--- src/rtl/gain_divider_if.sv ---
// Handshake and operand/result bundle for gain_divider.
// The master drives the request and operands, and the slave returns the status and the results.
interface gain_divider_if #(
    parameter int unsigned WIDTH = 6
);
    logic             start;
    logic [WIDTH-1:0] dividend;
    logic [WIDTH-1:0] divisor;
    logic             busy;
    logic             done;
    logic [WIDTH-1:0] quotient;
    logic [WIDTH-1:0] remainder;
    logic             div_by_zero;

    modport master (
        output start, dividend, divisor,
        input  busy, done, quotient, remainder, div_by_zero
    );

    modport slave (
        input  start, dividend, divisor,
        output busy, done, quotient, remainder, div_by_zero
    );
endinterface

--- src/rtl/gain_divider.sv ---
// Restoring shift-subtract unsigned divider that produces one quotient bit per enabled clock.
// Its results are registered and held until the next accepted operation.
module gain_divider #(
    parameter int unsigned WIDTH = 6
) (
    input  logic           clk,
    input  logic           rst,
    input  logic           ena,
    gain_divider_if.slave  bus
);
    localparam int unsigned CNT_W = $clog2(WIDTH + 1);

    typedef enum logic {IDLE, RUN} state_t;

    state_t           state;
    logic [WIDTH:0]   part_rem;
    logic [WIDTH-1:0] shift_reg;
    logic [WIDTH-1:0] div_reg;
    logic [CNT_W-1:0] count;

    logic [WIDTH:0]   shifted;
    logic             fits;
    logic [WIDTH:0]   rem_next;
    logic [WIDTH-1:0] quo_next;
    logic             last_step;

    // One restoring step: the dividend bits shift out of the top of shift_reg while quotient bits enter at the bottom.
    always_comb begin
        shifted   = {part_rem[WIDTH-1:0], shift_reg[WIDTH-1]};
        fits      = (shifted >= {1'b0, div_reg});
        rem_next  = fits ? (shifted - {1'b0, div_reg}) : shifted;
        quo_next  = {shift_reg[WIDTH-2:0], fits};
        last_step = (count == CNT_W'(WIDTH - 1));
    end

    always_ff @(posedge clk) begin
        if (rst) begin
            state           <= IDLE;
            part_rem        <= '0;
            shift_reg       <= '0;
            div_reg         <= '0;
            count           <= '0;
            bus.busy        <= 1'b0;
            bus.done        <= 1'b0;
            bus.quotient    <= '0;
            bus.remainder   <= '0;
            bus.div_by_zero <= 1'b0;
        end else if (ena) begin
            bus.done <= 1'b0;
            case (state)
                IDLE: begin
                    if (bus.start) begin
                        if (bus.divisor != '0) begin
                            part_rem  <= '0;
                            shift_reg <= bus.dividend;
                            div_reg   <= bus.divisor;
                            count     <= '0;
                            bus.busy  <= 1'b1;
                            state     <= RUN;
                        end else begin
                            // A zero divisor finishes immediately with a saturated quotient.
                            bus.quotient    <= '1;
                            bus.remainder   <= bus.dividend;
                            bus.div_by_zero <= 1'b1;
                            bus.done        <= 1'b1;
                        end
                    end
                end
                RUN: begin
                    part_rem  <= rem_next;
                    shift_reg <= quo_next;
                    count     <= count + CNT_W'(1);
                    if (last_step) begin
                        bus.quotient    <= quo_next;
                        bus.remainder   <= rem_next[WIDTH-1:0];
                        bus.div_by_zero <= 1'b0;
                        bus.done        <= 1'b1;
                        bus.busy        <= 1'b0;
                        state           <= IDLE;
                    end
                end
                default: state <= IDLE;
            endcase
        end
    end
endmodule

--- src/flat_wrapper.sv ---
// flat-port wrapper written by rule: the top's interface ports become plain ports
module gain_divider_flat 
#(
    parameter int unsigned WIDTH = 6
)
  (clk, rst, ena, bus_start, bus_dividend, bus_divisor, bus_busy, bus_done, bus_quotient, bus_remainder, bus_div_by_zero);
  gain_divider_if #(.WIDTH(WIDTH)) bus_i ();
  input  logic clk;
  input  logic rst;
  input  logic ena;
  input wire logic [$bits(bus_i.start)-1:0] bus_start;
  input wire logic [$bits(bus_i.dividend)-1:0] bus_dividend;
  input wire logic [$bits(bus_i.divisor)-1:0] bus_divisor;
  output wire logic [$bits(bus_i.busy)-1:0] bus_busy;
  output wire logic [$bits(bus_i.done)-1:0] bus_done;
  output wire logic [$bits(bus_i.quotient)-1:0] bus_quotient;
  output wire logic [$bits(bus_i.remainder)-1:0] bus_remainder;
  output wire logic [$bits(bus_i.div_by_zero)-1:0] bus_div_by_zero;
  assign bus_i.start = bus_start;
  assign bus_i.dividend = bus_dividend;
  assign bus_i.divisor = bus_divisor;
  assign bus_busy = bus_i.busy;
  assign bus_done = bus_i.done;
  assign bus_quotient = bus_i.quotient;
  assign bus_remainder = bus_i.remainder;
  assign bus_div_by_zero = bus_i.div_by_zero;
  gain_divider #(.WIDTH(WIDTH)) u_core (.clk(clk), .rst(rst), .ena(ena), .bus(bus_i));
endmodule
--- config.mk ---
export PLATFORM = sky130hd
export DESIGN_NAME = gain_divider_flat
export DESIGN_NICKNAME = d
export VERILOG_FILES = /design/src/rtl/gain_divider_if.sv /design/src/rtl/gain_divider.sv /design/src/flat_wrapper.sv
export SDC_FILE = /design/constraint.sdc
export NUM_CORES = 1
export LEC_CHECK = 0
export ABC_AREA = 1
export BUFFER_PORTS_ARGS = -buffer_cell sky130_fd_sc_hd__buf_4
export CORE_MARGIN = 1
export CORE_UTILIZATION = 35
export CTS_CLUSTER_DIAMETER = 50
export DETAILED_ROUTE_END_ITERATION = 16
export REMOVE_ABC_BUFFERS = 1
export SKIP_CTS_REPAIR_TIMING = 1
export SLEW_MARGIN = 20
export SYNTH_ARGS = -nofsm -noshare
export SYNTH_HDL_FRONTEND = slang
export SYNTH_SLANG_ARGS = --single-unit
export TNS_END_PERCENT = 100
--- constraint.sdc ---
create_clock -name clk -period 2.2 [get_ports clk]
set_input_delay 0.22 -clock clk [delete_from_list [all_inputs] [get_ports clk]]
set_output_delay 0.22 -clock clk [all_outputs]
set_load 0.01 [all_outputs]
==> results.toml, run 1 <==
[clock_tree]
clock-root-buffer = "clkbuf_8"
numCtsBuffers = 5
clock_latency_ps = 290
cts_buffer_depth = 2
clkTransAtPathRegs_ps = 70
cts.htree.levels = 2
cts.sinks = 37
cts_tree = "done"

[cells_and_area]
regArea_sq_um = 741
drive_gt1_share_pct = 16.5
final_common_cell = "nand2_1"
fill_cells = 583
fin_util_pct = 43.0
fin_nets = 340
multi_input_area_sq_um = 1040
stdcell_area_sq_um = 2390
diodes = 0
final_cell_mix = "nand2_1 (53), nor2_1 (41), inv_1 (39)"
area_delta_synth_final_pct = 17.5

[global_route]
busiest_layer = "met2"
grt_use_total_pct = 16.3
met1_usage_pct = 21.2
grtUsageMet2_pct = 25.6
grt_pass1_wl_mm = 7.68
grt-ovfl-total = 0
antenna_found_initial = 0
use_met3_pct = 4.65
first_global_vias = 1635
grt_max_degree = 26

[logic_synthesis]
syn_area_sq_um = 2040
synth.area.top_cells = "dfxtp_1 (36%), nand2_1 (9.8%), nor2_1 (7.6%)"
yosys.cell_types.count = 33
synth_flop_cell = "dfxtp_1"
ys_ff_latch = 37
synth_enable_flop_cells = 0
synthCells = 287
ys_warn_count = 0
synth_top_area_share_pct = 36.3
synthArstFlopShare_pct = 0
synth_area_per_cell_sq_um = 7.10
yosysSeqAreaShare_pct = 36.3
yosysTopAreaCell = "dfxtp_1"

[timing]
maxSlewHeadroom_pct = 71.4
setup-tns-final_ps = 0
fmaxAchievable_mhz = 567
clock_skew_ps = 3.91
whs_ps = 174
fin_crit_sh_pct = 80.2
hold_viol = 0
period_needed_ps = 1770
finalSetupViolCount = 0
slew_violations = 0
rsz0062_at_grt = "no"
max_slew.worst_pin.slew_ps = 429

[worst_setup_path]
cp.required_ps = 2390
rrSetupSlack_ps = 430
startpoint_type = "register"
worstSetupEndpointType = "register"
cp.arrival_ps = 1960
critPathKind = "register to register"
worst-path-max-fanout = 8

[place]
place_area_sq_um = 2280
port_buffers = 30
place_hpwl_mm = 3.28
place_congestion = 0.752

[power]
switching_share_pct = 28.6
leakage_uw = 0.00117
power_frac_seq_pct = 43.2
p_int_uw = 1210
power_switching_uw = 486
total_power_uw = 1700
clkPwrFrac_pct = 36.1
ir_drop_mv = 0.326
pwr-share-comb_pct = 20.8
p_per_area_nw_per_um2 = 709

[floorplanning]
die-area_sq_um = 6130
die_x_um = 78.3
die_y_um = 78.3
start_util_pct = 36.6
fp-row-count = 27
ios = 31
core-area_sq_um = 5570

[drt]
drt-wirelength-per-cell_um = 11.5
drc_errors = 0
wirelength_mm = 4.43
drtIter0Drc = 68
vias = 1784
via_per_inst = 4.61
drt_pass1_iterations = 4
final_antenna_net_count = 0

[worst_hold_path]
hold_class = "input port to register"

[run_status]
status = "completed"

[job]
maxCapViolations = 0
## cells by family after synthesis
group | Yosys count | share of synthesized area, %
AND/OR/NAND/NOR | 131 | 29.3
AO/OA/AOI/OAI | 52 | 14.1
XOR/XNOR | 3 | 1.29
adder cells (fa/ha/maj) | 10 | 6.51
buffers and inverters | 54 | 12.5
flip-flops | 37 | 36.3
## critical path, cell delays in order (launching register included)
cell	delay [ps]
dfxtp_1	310
inv_1	50
ha_1	330
or2_1	270
nand2_2	120
nor2_4	50
nor2_8	190
nor2_8	60
nand2_1	80
nand3_1	100
nand2_1	70
inv_1	30
## worst paths after layout
path | from | end | cells past startpoint
max | u_core.div_reg[2]$_SDFFE_PP0P_ | u_core.bus.remainder[0]$_SDFFE_PP0P_ | 11
min | bus_divisor[3] | u_core.div_reg[3]$_SDFFE_PP0P_ | 3
min reg2reg | u_core.div_reg[2]$_SDFFE_PP0P_ | u_core.div_reg[2]$_SDFFE_PP0P_ | 2
max reg2reg | u_core.div_reg[2]$_SDFFE_PP0P_ | u_core.bus.remainder[0]$_SDFFE_PP0P_ | 11
## stage by stage
stage	setup WS, ps	cells
after floorplan	456	276
after global placement	468	379
after detailed placement	445	379
after CTS	425	387
after global routing	257	387
final	435	387
## per-layer routing
layer / vias up / part of all wire [%]
met5: - / 0
met4: 0 / 1.3
met3: 5 / 3.7
met2: 34 / 46
met1: 783 / 49
li1: 962 / -
## power by group through the flow
stage / logic (uW) / registers, uW / clock network, uW
2_1_floorplan: 249 / 749 / 0
3_3_place_gp: 349 / 749 / 0
3_5_place_dp: 354 / 749 / 0
4_1_cts: 356 / 733 / 630
5_1_grt: 406 / 738 / 663
6_report: 353 / 733 / 613
## synth_stat cells (2+ instances only)
cell and n:
nand3_2 2, o21ai_1 5, ha_1 9, dfxtp_1 37, clkbuf_1 3, a21oi_1 26
buf_6 5, inv_4 2, nand2_1 53, nor2_8 2, o21ai_2 2, xor2_1 2
inv_1 39, nor3_1 2, nor2_1 41, nand3_1 24, buf_2 3, o21ai_0 15
## area by class of cell
cell class,instances,share of cell area (%)
inverters,43,7.16
repair buffers,31,9.72
flip-flops and latches,37,30.9
clock inverters,1,1.25
clock buffers,7,3.61
well taps,72,3.76
multi-input cells,196,43.6
Note: power is estimated with default switching activity, not from simulation.
==> inputs of run 2 (changes only) <==
==> constraint.sdc (replaced) <==
create_clock -name clk -period 1.7 [get_ports clk]
set_input_delay 0.17 -clock clk [delete_from_list [all_inputs] [get_ports clk]]
set_output_delay 0.17 -clock clk [all_outputs]
set_load 0.01 [all_outputs]
==> run 2 against run 1 <==
Effect of this change:
- first-iteration DRC count increased by 32%
- die area unchanged
- global-route usage up 0.59 points
- cell area increased by 9.6%
- critical endpoint is now u_core.part_rem[4]$_SDFFE_PP0P_
- highest routed layer unchanged
==> results.toml, run 2 (synthesis results as in run 1) <==
[clock_tree]
clock-root-buffer = "clkbuf_8"
cts.sinks = 37
clkTransAtPathRegs_ps = 80
cts_buffer_depth = 2
cts_tree = "done"
clock_latency_ps = 290
numCtsBuffers = 5
cts.htree.levels = 2

[timing]
period_needed_ps = 1620
finalSetupViolCount = 0
max_slew.worst_pin.slew_ps = 427
hold_viol = 0
slew_violations = 0
fin_crit_sh_pct = 95.2
maxSlewHeadroom_pct = 71.5
whs_ps = 134
fmaxAchievable_mhz = 618
clock_skew_ps = 4.32

[global_route]
grt-ovfl-total = 0
first_global_vias = 1760
grt_use_total_pct = 16.9
grt_pass1_wl_mm = 7.95
antenna_found_initial = 0
grt_max_degree = 26

[place]
dp.cells = 388
place_congestion = 0.797
port_buffers = 30
place_area_sq_um = 2350
place_hpwl_mm = 3.34

[power]
leakage_uw = 0.00124
total_power_uw = 2300
ir_drop_mv = 0.449
p_per_area_nw_per_um2 = 877

[run_status]
status = "completed"

[worst_setup_path]
critical_path_buf_inv_count = 3
worst-path-max-fanout = 2
cp.required_ps = 1890
worstSetupEndpointType = "register"
slowest_stage = "fa_2"
slowest_delay_ps = 380
cp.arrival_ps = 1810
path_cells = "inv_2, ha_2, inv_1, fa_2, nand3_2, nand2_1, xor2_1, nand2_2, nand3_2, nand2_1, inv_1"
startpoint_type = "register"
critPathKind = "register to register"
crit_family = "adder cells"

[cells_and_area]
final_common_cell = "nand2_1"
stdcell_area_sq_um = 2620
fill_cells = 616
fin_cells = 399
diodes = 0
drive_gt1_share_pct = 29.4
final_cell_mix = "nand2_1 (49), buf_4 (43), nor2_1 (41)"
fin_nets = 352
area_delta_synth_final_pct = 28.7

[drt]
drc_errors = 0
drt-wirelength-per-cell_um = 12.1
drtIter0Drc = 90
via_per_inst = 4.72
drt_pass1_iterations = 4
vias = 1883
wirelength_mm = 4.82
final_antenna_net_count = 0

[job]
maxCapViolations = 0

[floorplanning]
core-area_sq_um = 5570
die_y_um = 78.3
fp-row-count = 27
start_util_pct = 36.6
die_x_um = 78.3
die-area_sq_um = 6130
ios = 31

[worst_hold_path]
hold_class = "input port to register"
==> run 2: layout make-up <==
| cell class | instances | area (sq um) | share of cell area [%] |
|---|---|---|---|
| Multi-Input combinational cell | 196 | 1160 | 44.3 |
| Inverter | 43 | 179 | 6.82 |
| Clock inverter | 1 | 30.0 | 1.14 |
| Clock buffer | 7 | 86.3 | 3.29 |
| Sequential cell | 37 | 752 | 28.7 |
| Timing Repair Buffer | 43 | 323 | 12.3 |
| Tap cell | 72 | 90.1 | 3.43 |
==> run 2: where the power goes <==
| part | switching (uW) | total, uW | internal (uW) | leakage, uW |
|---|---|---|---|---|
| registers | 40.2 | 957 | 917 | 0.000306 |
| logic | 312 | 550 | 238 | 0.000879 |
| clock network | 317 | 795 | 479 | 0.0000585 |
| total | 669 | 2300 | 1630 | 0.00124 |
==> run 2: metal layers <==
| layer | up-vias | global-route usage (%) | wire (um) |
|---|---|---|---|
| met1 | 856 | 21.6 | 2320 |
| met2 | 30 | 27.9 | 2260 |
| met5 | - | 0 | 0 |
| li1 | 991 | - | - |
| met4 | 0 | 5.00 | 57 |
| met3 | 6 | 4.30 | 184 |
==> run 2: worst reg2reg max path: stages, from the launching register on <==
cell,delay (ps)
dfxtp_2,330
inv_2,70
ha_2,150
inv_1,50
fa_2,380
nand3_2,80
nand2_1,70
xor2_1,160
nand2_2,90
nand3_2,60
nand2_1,70
inv_1,30
==> run 2: stage by stage <==
step                utilization, %  setup slack (ps)  setup TNS, ps
global route                  47.1             -7.16          -7.89
floorplan                        -             -43.9          -43.9
global placement              42.1              26.8              0
finish                        47.1              81.2              0
CTS                           44.2             -19.7           -103
detailed placement            42.1            -0.966          -1.70
==> run 2: worst paths after layout <==
kind                                       startpoint                                   to  slack (ps)  cells after the start
hold reg to reg   u_core.bus.quotient[4]$_SDFFE_PP0P_  u_core.bus.quotient[4]$_SDFFE_PP0P_         470                      2
hold / removal                         bus_divisor[3]       u_core.div_reg[3]$_SDFFE_PP0P_         130                      3
setup / recovery     u_core.shift_reg[5]$_SDFFE_PP0P_      u_core.part_rem[4]$_SDFFE_PP0P_          80                     11
setup reg to reg     u_core.shift_reg[5]$_SDFFE_PP0P_      u_core.part_rem[4]$_SDFFE_PP0P_          80                     11
